<file path="src/rtl/pid_pwm_stage.sv">
// PWM output stage for pid_controller: shadowed duty handshake,
// period-boundary updates. Optional watchdog: define PID_PWM_WDOG_EN.
module pid_pwm_stage #(
    parameter int PRESCALE     = 1,
    parameter int WDOG_PERIODS = 16
) (
    input  logic       clk,
    input  logic       rst,
    input  logic       enable,
    input  logic [7:0] duty_in,
    input  logic       duty_valid,
    output logic       duty_ready,
    output logic       pwm_out,
    output logic       period_start,
    output logic [7:0] duty_active,
    output logic       update_pending,
    output logic       wdog_fault
);

    localparam logic [7:0] PRE_LAST = 8'(PRESCALE - 1);
    localparam logic [7:0] CNT_LAST = 8'd254;

    if (PRESCALE < 1 || PRESCALE > 256 || WDOG_PERIODS < 1) begin : g_bad_cfg
        $error("pid_pwm_stage: PRESCALE must be 1..256, WDOG_PERIODS >= 1");
    end

    logic [7:0] pre;
    logic [7:0] cnt;
    logic [7:0] shadow;
    logic       tick;
    logic       wrap;
    logic       accept;
    logic       wdog_hold;

    assign tick       = enable && (pre == PRE_LAST);
    assign wrap       = tick && (cnt == CNT_LAST);
    assign duty_ready = !update_pending;
    assign accept     = duty_valid && duty_ready;

`ifdef PID_PWM_WDOG_EN
    localparam int WW = $clog2(WDOG_PERIODS + 1);
    localparam logic [WW-1:0] WDOG_LAST = WW'(WDOG_PERIODS - 1);

    logic [WW-1:0] wdog_cnt;
    logic          fault_q;
    logic          wdog_trip;

    // trip on the wrap that completes WDOG_PERIODS idle periods
    assign wdog_trip = wrap && !fault_q && !accept
                     && (wdog_cnt == WDOG_LAST);
    assign wdog_hold = fault_q || wdog_trip;
    assign wdog_fault = fault_q;

    // count idle periods since the last accepted duty; sticky fault
    always_ff @(posedge clk) begin
        if (rst) begin
            wdog_cnt <= '0;
            fault_q  <= 1'b0;
        end else begin
            if (accept) begin
                wdog_cnt <= '0;
            end else if (wrap && !fault_q) begin
                wdog_cnt <= wdog_cnt + WW'(1);
            end
            if (wdog_trip) begin
                fault_q <= 1'b1;
            end
        end
    end
`else
    assign wdog_hold  = 1'b0;
    assign wdog_fault = 1'b0;
`endif

    // prescaler: free-running while enabled, parked at 0 otherwise
    always_ff @(posedge clk) begin
        if (rst || !enable || tick) begin
            pre <= '0;
        end else begin
            pre <= pre + 8'd1;
        end
    end

    // period counter 0..254, one step per tick
    always_ff @(posedge clk) begin
        if (rst || !enable || wrap) begin
            cnt <= '0;
        end else if (tick) begin
            cnt <= cnt + 8'd1;
        end
    end

    // shadow register and boundary-aligned duty update
    always_ff @(posedge clk) begin
        if (rst) begin
            shadow         <= '0;
            duty_active    <= '0;
            update_pending <= 1'b0;
        end else if (wdog_hold) begin
            duty_active    <= '0;
            update_pending <= 1'b0;
            if (accept) begin
                shadow <= duty_in;
            end
        end else if (!enable) begin
            update_pending <= 1'b0;
            if (accept) begin
                duty_active <= duty_in;
            end else if (update_pending) begin
                duty_active <= shadow;
            end
        end else if (wrap && update_pending) begin
            duty_active    <= shadow;
            update_pending <= 1'b0;
        end else if (wrap && accept) begin
            duty_active <= duty_in;
        end else if (accept) begin
            shadow         <= duty_in;
            update_pending <= 1'b1;
        end
    end

    // registered compare output and period marker
    always_ff @(posedge clk) begin
        if (rst) begin
            pwm_out      <= 1'b0;
            period_start <= 1'b0;
        end else begin
            pwm_out      <= enable && !wdog_hold && (cnt < duty_active);
            period_start <= tick && (cnt == 8'd0);
        end
    end

endmodule

</file>
<file path="config.mk">
export PLATFORM = sky130hd
export DESIGN_NAME = pid_pwm_stage
export DESIGN_NICKNAME = d
export VERILOG_FILES = /design/src/rtl/pid_pwm_stage.sv
export SDC_FILE = /design/constraint.sdc
export NUM_CORES = 1
export LEC_CHECK = 0
export ABC_AREA = 1
export BUFFER_PORTS_ARGS = -buffer_cell sky130_fd_sc_hd__buf_4
export CELL_PAD_IN_SITES_DETAIL_PLACEMENT = 2
export CELL_PAD_IN_SITES_GLOBAL_PLACEMENT = 2
export CORE_UTILIZATION = 23
export CTS_CLUSTER_DIAMETER = 120
export DETAILED_ROUTE_END_ITERATION = 10
export PLACE_DENSITY_LB_ADDON = 0.1
export SYNTH_ARGS = -nofsm -noshare
export SYNTH_HDL_FRONTEND = slang
export SYNTH_SLANG_ARGS = --single-unit
</file>
<file path="constraint.sdc">
create_clock -name clk -period 2.6 [get_ports clk]
set_clock_uncertainty 0.2 [all_clocks]
set_input_delay 0.13 -clock clk [delete_from_list [all_inputs] [get_ports clk]]
set_output_delay 0.13 -clock clk [all_outputs]
set_load 0.02 [all_outputs]
</file>
# Yosys cells after proc, flatten, opt, wreduce, memory -nomap -nowiden
# Cells that the tools add are included.
# totals
regBits,35
in_bits,12
# op_classes
add_sub_neg,2
magnitude_cmp,1
eq_ne,2
n_mux,5
bitwise,3
n_reduce_logical,19
# ops
cell,n
$mux W8,5
$add A8 B1 Y8 const B,2
$logic_not A8 Y1,2
$eq A8 B8 Y1 const B,1
$lt A8 B8 Y1,1
$logic_and A1 B1 Y1,7
$reduce_and A2 Y1,2
$reduce_and A4 Y1,1
$logic_or A1 B1 Y1,3
$ne A3 B1 Y1 const B,1
$not A1 Y1,3
$reduce_bool A3 Y1,1
$reduce_or A3 Y1,1
$logic_not A1 Y1,2

# Logic depth before layout (Yosys ltp)
# depth
ltp_word,7
depth_mapped,13

# Worst setup path before layout
# No wires, ideal clock.
# synth_timing
kind,register to register
start,reg cnt[0]
end,reg duty_active[6]
arrival_time_ps,1437
slack_ps,893
stages_incl_launch_ff,12
path_cell_list,dfxtp_1 inv_1 ha_1 nand3_1 nor2_8 nand2_4 nand2_2 nand2_4 buf_6 nand2_1 nand2_1 a21oi_1
# synth_via
elab_chain_len,5
word_cells_on_any_way,8
classes_between,eq/ne (2); mux (2); reduce/logical (4)
# synth_rtl
element,line,rtl
"start, declared",28,logic [7:0] cnt;
"start signal, assigned",89,cnt <= cnt + 8'd1;
$eq A8 B8 Y1 (*),36,assign wrap = tick && (cnt == CNT_LAST);
$logic_and A1 B1 Y1 (*),36,
$logic_and A1 B1 Y1 (on tied branches),"112, 115",
$ne A3 B1 Y1 (no line) or $mux W8 (tied branches),-,
$reduce_and A2 Y1 (no line) or $mux W8 (tied branches),-,
"end signal, assigned",110,duty_active <= shadow;
"end signal, assigned",113,duty_active <= shadow;
"end signal, assigned",116,duty_active <= duty_in;
"end, declared",15,"output logic [7:0] duty_active,"
# Mark *: on every way between the ends. The rest lies on a longest branch, timed or not.
# A chain may end at the register's enable or synchronous reset.

# Final worst setup path
# layout_timing
start,reg duty_active[5]
end,reg pwm_out
# layout_via
elab_chain_len,2
# layout_rtl
element,line,rtl
"start signal, assigned",108,duty_active <= duty_in;
"start signal, assigned",110,
"start signal, assigned",113,
$lt A8 B8 Y1,129,pwm_out <= enable && !wdog_hold && (cnt < duty_active);
$logic_and A1 B1 Y1,129,
"end signal, assigned",129,
"end, declared",13,"output logic pwm_out,"
# No other way between the ends.

==> out/metrics.cfg <==
[sta]
hold_violations = 0
setup_violations = 0
fin_crit_sh = 0.802
worst_slack_ps = 515
tightest_slew_ps = 642
rsz0062_at_grt = no
timing.setup.tns_ps = 0
slew_headroom = 0.572
layout_min_cycle_time_ps = 2080
fmax_mhz = 480
slew_violations = 0

[pwr]
comb_power_share = 0.179
power_frac_seq = 0.486
ir_drop_uv = 160
p_int_uw = 824
swShare = 0.302
clkPwrFrac = 0.335
leakagePower_uw = 0.00114
power_uw = 1180
powerDensity_nw_per_um2 = 482
p_sw_uw = 357

[synthesis]
ys_async_sr_fraction = 0
synth_area_leader_cell = dfxtp_1
syn-instance-count = 287
syn_area_sq_um = 1980
synthTopCellsByArea = dfxtp_1 35%, nand2_1 9.9%, a21oi_1 9.1%
yosysUniqueCellTypes = 28
synth_top_area_frac = 0.354
avgSynthCellArea_sq_um = 6.89
synth_fp_nets = 311
synth_edf_count = 0
synth-seq-cells = 35
synth.most_common_cell = nand2_1
ys_seq_area_frac = 0.354
yosysWarnings = 0
ys_top_cells_by_count = 52 x nand2_1, 47 x inv_1, 36 x a21oi_1
synth_ff_type = dfxtp_1

[final_layout]
drive_gt1_frac = 0.136
multiInputGateArea_sq_um = 1050
final_nets = 347
seq_area_sq_um = 701
area_growth_pct = 23.9
diodes = 0
fill_cells = 1004

[worst_setup_path]
cp-end-kind = flop
startpoint_type = flop
worstSetupPathType = reg2reg
cp-startpoint = duty_active[5]
critical_path_required_ps = 2640
cpMaxStageDelayCell = dlygate4sd3_1
crit_path_max_fanout = 2
crit_top_cell = nor2_1
rr_startpoint = duty_active[5]
cp_data_arrival_time_ps = 2130
max_stage_delay_ps = 540
path_cells = inv_1 > ha_1 > a21oi_1 > nor2_1 > a211oi_1 > nand3_1 > nor2_1 > dlygate4sd3_1
r2r_slack_ps = 520
worstReg2RegEnd = pwm_out
reg2reg_depth = 8

[route]
first_iter_violations = 29
drc = 0
first_pass_iters = 4
wirelength_um = 6100
vias_per_cell = 4.59
routedWlPerCell_um = 14.2
final_antenna_net_count = 0
num_vias = 1967

[cts]
cts_buffers = 5
clockBufferDepth = 2
clk_latency_ps = 290
htreeDepth = 2
cts_setup_buffers = 0
clkSinkCount = 35
path_clk_slew_ps = 80
cts_resized = 0
cts_tree = yes
cts-root-buf = clkbuf_8
ctsHoldBuffers = 11

[floorplanning]
core_sq_um = 8260
dieArea_sq_um = 8980
ios = 25
rows = 33
die_w_um = 94.7
initial_core_util = 0.240
chipHeight_um = 94.7

[worst_hold_path]
worstHoldStart = enable
whs_path_depth = 3
hold_path_end = duty_active[1]
hold_class = in2reg

[placed_design]
hpwl_um = 4530
gp_congestion = 0.690
pre_cts_slack_ps = 529
port_buffers = 23

[grt]
grt_pass1_wl_um = 10000
globalRouteOverflowTotal = 0
grt_pass1_vias = 1971
grt_usage = 0.149
grt_start_max_net_pins = 18
antenna_found_initial = 0

[run]
cap_violations = 0

[outcome]
status = finished, final reports clean

[registers in the layout, indices dropped and copies added, names as in the netlist]
register	flops
period_start	1
pwm_out	1
shadow	8
update_pending	1
pre	8
duty_active	8
cnt	8
[power groups by stage]
| stage | logic, uW | clock network (uW) | registers, uW |
|---|---|---|---|
| after floorplan | 111 | 0 | 598 |
| final | 211 | 396 | 574 |
| after detailed placement | 200 | 0 | 587 |
| after CTS | 215 | 425 | 575 |
| after global placement | 198 | 0 | 586 |
| after global routing | 239 | 449 | 578 |
[how the worst max path moves through the flow]
stage          slack [ps]  cells past startpoint        endpoint
6_report              520                      8         pwm_out
5_1_grt               300                     10  duty_active[6]
4_1_cts               510                     10  duty_active[0]
3_5_place_dp          530                     10  duty_active[6]
3_3_place_gp          510                     10  duty_active[0]
2_1_floorplan         890                     11  duty_active[6]
[worst max-delay path, delay by kind of cell (launching register included)]
kind	cells	cell delay, ps
buf+inv	2	610
flops	1	360
compound gates	2	310
fa+ha+maj	1	300
simple gates	3	250
[final cells by class]
cell class,count,share of cell area
clock buffers,5,0.0281
clock inverters,3,0.00613
inverters,49,0.0750
multi-input cells,195,0.427
flip-flops and latches,35,0.286
well taps,105,0.0536
repair buffers,37,0.125
[placed cells by master, fill, tap and decap left out]
master / count
nand4_1: 12
a211oi_1: 1
o21bai_1: 1
nor2_1: 25
inv_1: 47
ha_1: 12
a21oi_1: 36
nand3_2: 1
nor2_8: 1
inv_2: 1
nand2_2: 3
nand2_4: 2
clkinv_2: 3
nor2_4: 1
dfxtp_1: 35
nand3_1: 16
o21ai_0: 20
or2_2: 1
clkinv_1: 1
clkbuf_8: 5
nor3b_1: 1
nor3_1: 6
xor2_1: 3
buf_4: 26
dlygate4sd3_1: 11
nand2_1: 52
conb_1: 1
[per-stage QoR]
stage          instance area (sq um)  utilization  hold WS, ps  instances
5_1_grt                         2450        0.297         19.2        429
4_1_cts                         2450        0.297         2.73        429
2_1_floorplan                   1980            -         2.29        287
3_3_place_gp                    2260        0.273          124        410
6_report                        2450        0.297         13.0        429
3_5_place_dp                    2260        0.273          133        410
[cells by family after synthesis]
| family | share of synthesized area |
|---|---|
| AND/OR/NAND/NOR | 0.288 |
| XOR/XNOR | 0.0133 |
| adder cells (fa/ha/maj) | 0.0759 |
| AO/OA/AOI/OAI | 0.149 |
| other | 0.00190 |
| buffers and inverters | 0.117 |
| flip-flops | 0.354 |
[layer usage]
metal  share of wire  vias to the layer above  track usage
met4           0.012                        0       0.0417
met1            0.49                      944        0.193
met3           0.022                        7       0.0266
met2            0.48                       22        0.252
met5               0                        -            0
li1                -                      994            -
No activity file was read; power rests on OpenSTA's default activity.
